## config.mk

```make
export PLATFORM = sky130hd
export DESIGN_NAME = piso_sequencer
export DESIGN_NICKNAME = d
export VERILOG_FILES = /design/src/rtl/piso_sequencer_pkg.sv /design/src/rtl/piso_bit_timer.sv /design/src/rtl/piso_sequencer.sv
export SDC_FILE = /design/constraint.sdc
export NUM_CORES = 1
export LEC_CHECK = 0
export BUFFER_PORTS_ARGS = -buffer_cell sky130_fd_sc_hd__buf_2
export CORE_AREA = 2 2 39 41
export DETAILED_ROUTE_END_ITERATION = 16
export DIE_AREA = 0 0 41 43
export GPL_TIMING_DRIVEN = 0
export HOLD_SLACK_MARGIN = 0.02
export MAX_ROUTING_LAYER = met4
export PLACE_DENSITY = 0.69
export SYNTH_ARGS = -nofsm -noshare
export SYNTH_HDL_FRONTEND = slang
export SYNTH_SLANG_ARGS = --single-unit
export TNS_END_PERCENT = 30
```

## constraint.sdc

```tcl
create_clock -name CLK -period 2.15 [get_ports CLK]
set_clock_uncertainty 0.1 [all_clocks]
set_input_delay 0.43 -clock CLK [delete_from_list [all_inputs] [get_ports CLK]]
set_output_delay 0.43 -clock CLK [all_outputs]
set_load 0.02 [all_outputs]
```

## src/rtl/piso_sequencer_pkg.sv

```systemverilog
// rtl/piso_sequencer_pkg.sv - shared state encoding and sizing helper for the PISO sequencer
package piso_sequencer_pkg;

  typedef enum logic [1:0] {
    IDLE     = 2'd0,
    LOADING  = 2'd1,
    SHIFTING = 2'd2
  } state_t;

  // Ceiling log2, never less than 1 so a counter always has at least one bit.
  function automatic int clog2_min1(input int v);
    int r;
    r = 0;
    while ((1 << r) < v) r++;
    return (r < 1) ? 1 : r;
  endfunction

endpackage

```

## src/rtl/piso_bit_timer.sv

```systemverilog
// rtl/piso_bit_timer.sv - bit-period divider producing one tick every DIV enabled cycles
module piso_bit_timer
  import piso_sequencer_pkg::*;
#(
  parameter int DIV = 3
) (
  input  logic clk,
  input  logic reset,
  input  logic clear,
  input  logic en,
  output logic tick
);

  localparam int CW = clog2_min1(DIV);
  localparam logic [CW-1:0] LAST = CW'(DIV - 1);

  logic [CW-1:0] divcnt;

  assign tick = en && (divcnt == LAST);

  always_ff @(posedge clk) begin
    if (reset || clear) begin
      divcnt <= '0;
    end else if (en) begin
      divcnt <= tick ? '0 : divcnt + 1'b1;
    end
  end

endmodule

```

## src/rtl/piso_sequencer.sv

```systemverilog
// rtl/piso_sequencer.sv - accepts words over VALID/READY and drives PISO LOAD/CE, MSB first
module piso_sequencer
  import piso_sequencer_pkg::*;
#(
  parameter int WIDTH = 4,
  parameter int DIV   = 3
) (
  input  logic             CLK,
  input  logic             RESET,
  input  logic [WIDTH-1:0] I,
  input  logic             VALID,
  output logic             READY,
  output logic [WIDTH-1:0] PI,
  output logic             LOAD,
  output logic             CE,
  output logic             BUSY,
  output logic             DONE
);

  localparam int BW = clog2_min1(WIDTH) + 1;
  localparam logic [BW-1:0] LAST_BIT = BW'(WIDTH - 1);

  state_t           state, state_nx;
  logic [BW-1:0]    bitcnt, bitcnt_nx;
  logic [WIDTH-1:0] pi_nx;
  logic             done_nx;
  logic             tick;

  piso_bit_timer #(.DIV(DIV)) u_timer (
    .clk   (CLK),
    .reset (RESET),
    .clear (state == IDLE),
    .en    (state != IDLE),
    .tick  (tick)
  );

  always_ff @(posedge CLK) begin
    if (RESET) begin
      state  <= IDLE;
      bitcnt <= '0;
      PI     <= '0;
      DONE   <= 1'b0;
    end else begin
      state  <= state_nx;
      bitcnt <= bitcnt_nx;
      PI     <= pi_nx;
      DONE   <= done_nx;
    end
  end

  always_comb begin
    state_nx  = state;
    bitcnt_nx = bitcnt;
    pi_nx     = PI;
    done_nx   = 1'b0;
    READY     = 1'b0;
    LOAD      = 1'b0;
    CE        = 1'b0;
    BUSY      = 1'b0;
    case (state)
      IDLE: begin
        READY = 1'b1;
        if (VALID) begin
          pi_nx    = I;
          state_nx = LOADING;
        end
      end
      LOADING: begin
        LOAD = 1'b1;
        CE   = tick;
        BUSY = 1'b1;
        if (tick) begin
          bitcnt_nx = '0;
          state_nx  = SHIFTING;
        end
      end
      SHIFTING: begin
        BUSY = 1'b1;
        // The final bit keeps its whole period; no shift is issued after it.
        CE   = tick && (bitcnt < LAST_BIT);
        if (tick) begin
          bitcnt_nx = bitcnt + 1'b1;
          if (bitcnt == LAST_BIT) begin
            state_nx = IDLE;
            done_nx  = 1'b1;
          end
        end
      end
      default: state_nx = IDLE;
    endcase
  end

endmodule

```

==> impl_metrics.env <==
export IMPL_status="finished clean"
export IMPL_globalRouteOverflowTotal=0
export IMPL_nFillCells=131
export IMPL_fin_crit_ns=2.090
export IMPL_slew_violations=0
export IMPL_area_growth_pct=30.32
export IMPL_synth_distinct_cells=27
export IMPL_cp_start_kind="register"
export IMPL_dp_cells=93
export IMPL_max_cap_violations=0
export IMPL_synth_most_common_cell="dfxtp_1"
export IMPL_grt_max_degree=11
export IMPL_synthArstFlopShare=0
export IMPL_fin_ws_ns=0.06006
export IMPL_grt_pass1_wl_um=1711
export IMPL_via_count=510
export IMPL_drive_above_1_share=0.3810
export IMPL_tightestPinTransition_ns=0.4331
export IMPL_utilization=0.5479
export IMPL_min_period_over_period=0.9721
export IMPL_chipHeight_um=43
export IMPL_end_kind="primary output"
export IMPL_max_freq_ghz=0.4785
export IMPL_stdcell_count=100
export IMPL_drc=0
export IMPL_hold_slack_ns=0.3103
export IMPL_final_nets=97
export IMPL_grt_busiest_layer="met2"
export IMPL_grt_use_met3=0.07853
export IMPL_io_buffers=15
export IMPL_synth_fp_nets=74
export IMPL_synth_warnings=0
export IMPL_place_congestion=0.7835
export IMPL_hold_violations=0
export IMPL_synth_top_cell_area_share=0.4129
export IMPL_dr_pass1_iters=4
export IMPL_first_global_vias=428
export IMPL_ioPinCount=16
export IMPL_yosys_area_top_type="dfxtp_1"
export IMPL_floorplan_initialDensity=0.4204
export IMPL_grt_use_met1=0.1753
export IMPL_ys_top_cells_by_area="dfxtp_1 41%, ha_1 11%, nand2_1 4.5%"
export IMPL_p_leak_uw=0.0003254
export IMPL_r2r_end="state[1]"
export IMPL_viasPerCell=5.100
export IMPL_synthCells=62
export IMPL_clockRootBuffer="clkbuf_4"
export IMPL_num_rows=14
export IMPL_hold_end="PI[3]"
export IMPL_detailed_place_hpwl_um=820
export IMPL_powerDensity_nw_per_um2=948.8
export IMPL_criticalPathCategory="register to primary output"
export IMPL_synth_main_ff_cell="dfxtp_1"
export IMPL_min_delay_path_class="input pin to register"
export IMPL_drtAntennaViolNets=0
export IMPL_cp_max_fo=3
export IMPL_hold_depth=3
export IMPL_grt_use_total=0.1486
export IMPL_min_from="I[3]"
export IMPL_arrival_ns=1.56
export IMPL_clock_path_buffers=2
export IMPL_ctsHtreeMaxLevel=1
export IMPL_drt_iter0_drc=5
export IMPL_synth_edf_count=0
export IMPL_core_area_um2=1384
export IMPL_finalInstanceArea_um2=758.2
export IMPL_cts_hold_buf=0
export IMPL_max_vdd_ir_drop_v=0.0003653
export IMPL_synth_common_cells="12 x dfxtp_1, 7 x nand2_1, 5 x ha_1, 5 x inv_1"
export IMPL_relSlewSlack=0.7038
export IMPL_ys_ff_latch=12
export IMPL_insertion_delay_ns=0.28
export IMPL_diodes=0
export IMPL_r2r_setup_slack_ns=0.23
export IMPL_wirelength_um=1154
export IMPL_postSynthAreaPerCell_um2=9.384
export IMPL_die_x_um=41
export IMPL_wl_per_cell_um=11.54
export IMPL_reg2regPathDepth=6
export IMPL_die_area_um2=1763
export IMPL_post_place_ws_ns=0.08710
export IMPL_clkSinkCount=12
export IMPL_r2r_start="state[1]"
export IMPL_placed_area_um2=676.9
export IMPL_setup_viol=0
export IMPL_cts_tree="built"
export IMPL_grtUsageMet2=0.2063
export IMPL_crit_required_ns=1.62
export IMPL_ys_seq_area_frac=0.4129
export IMPL_syn_area_um2=581.8
export IMPL_grt_antenna_before_repair=0
export IMPL_cts_buffers=3
export IMPL_clk_pin_slew_ns=0.08
## worst max-delay path by stage
stage               endpoint  depth (start not counted)      from  slack, ns
CTS                       CE                          7  state[1]       0.04
floorplan                 CE                          6  state[0]       0.12
finish                    CE                          7  state[1]       0.06
global route              CE                          7  state[1]     -0.008
detailed placement        CE                          7  state[0]       0.09
global placement          CE                          7  state[0]       0.15
## final cells by class
type	count	area (um^2)	share of cell area
Sequential cell	12	242.7	0.3201
Clock buffer	4	36.28	0.04785
Multi-Input combinational cell	43	317.8	0.4191
Tap cell	16	20.02	0.02640
Inverter	5	18.77	0.02475
Buffer	2	22.52	0.02970
Timing Repair Buffer	18	100.1	0.1320
## layout by cell type, fill, tap and decap left out, drive strengths merged
master,instances
and4b,1
nand2b,3
nor2,1
nand2,7
dfxtp,12
a31oi,1
or3,1
nand4b,1
and2b,2
a21oi,4
nand3,4
or3b,1
nor3b,1
a211oi,2
mux2i,1
a21boi,1
clkbuf,4
o22ai,1
o32ai,2
nor4b,1
nor4,1
ha,5
inv,5
or2,1
a2111oi,1
buf,20
## routing by layer
| layer | vias up | wire length, um |
|---|---|---|
| met3 | 2 | 43 |
| li1 | 267 | - |
| met5 | - | 0 |
| met2 | 8 | 559 |
| met1 | 233 | 540 |
| met4 | 0 | 10 |
## cell families (layout without fill, tap and decap cells)
group	after synthesis	after routing	share of synthesized area
adders and majority gates	5	5	0.1075
and+or+nand+nor	25	25	0.2581
muxes	1	1	0.01720
buffers and inverters	7	29	0.06452
AOI/OAI and AO/OA	12	12	0.1398
DFF	12	12	0.4129
## worst max-delay path, stage by stage, from the launching register on
cell	delay, ns
dfxtp_2	0.34
inv_1	0.07
ha_2	0.19
buf_6	0.12
nor3b_4	0.22
nand2_1	0.07
nor2_1	0.12
buf_4	0.15
## power breakdown
group / leakage, uW / switching (uW) / total (uW) / internal, uW
logic: 0.000206 / 149 / 274 / 125
registers: 0.0000985 / 18.5 / 265 / 246
clock network: 0.0000210 / 77.4 / 180 / 103
## sequential cells by signal (all words and copies together), names as in the netlist
name and cells:
DONE 1, PI 4, bitcnt 3, state 2, u_timer.divcnt 2
## metrics by stage
stage / power (uW) / TNS [ns]
after floorplan: 433.4 / 0
final: 719.4 / 0
after global placement: 488.8 / 0
after detailed placement: 493.0 / 0
after CTS: 694.5 / 0
after global routing: 764.9 / -0.007673
## what timing repair did
item                       in CTS  in global routing
gates resized for setup         6                  2
setup buffers                   0                  3
pin swaps                       1                  3
setup endpoints to repair       1                  1
(Power assumes the default switching activity.)
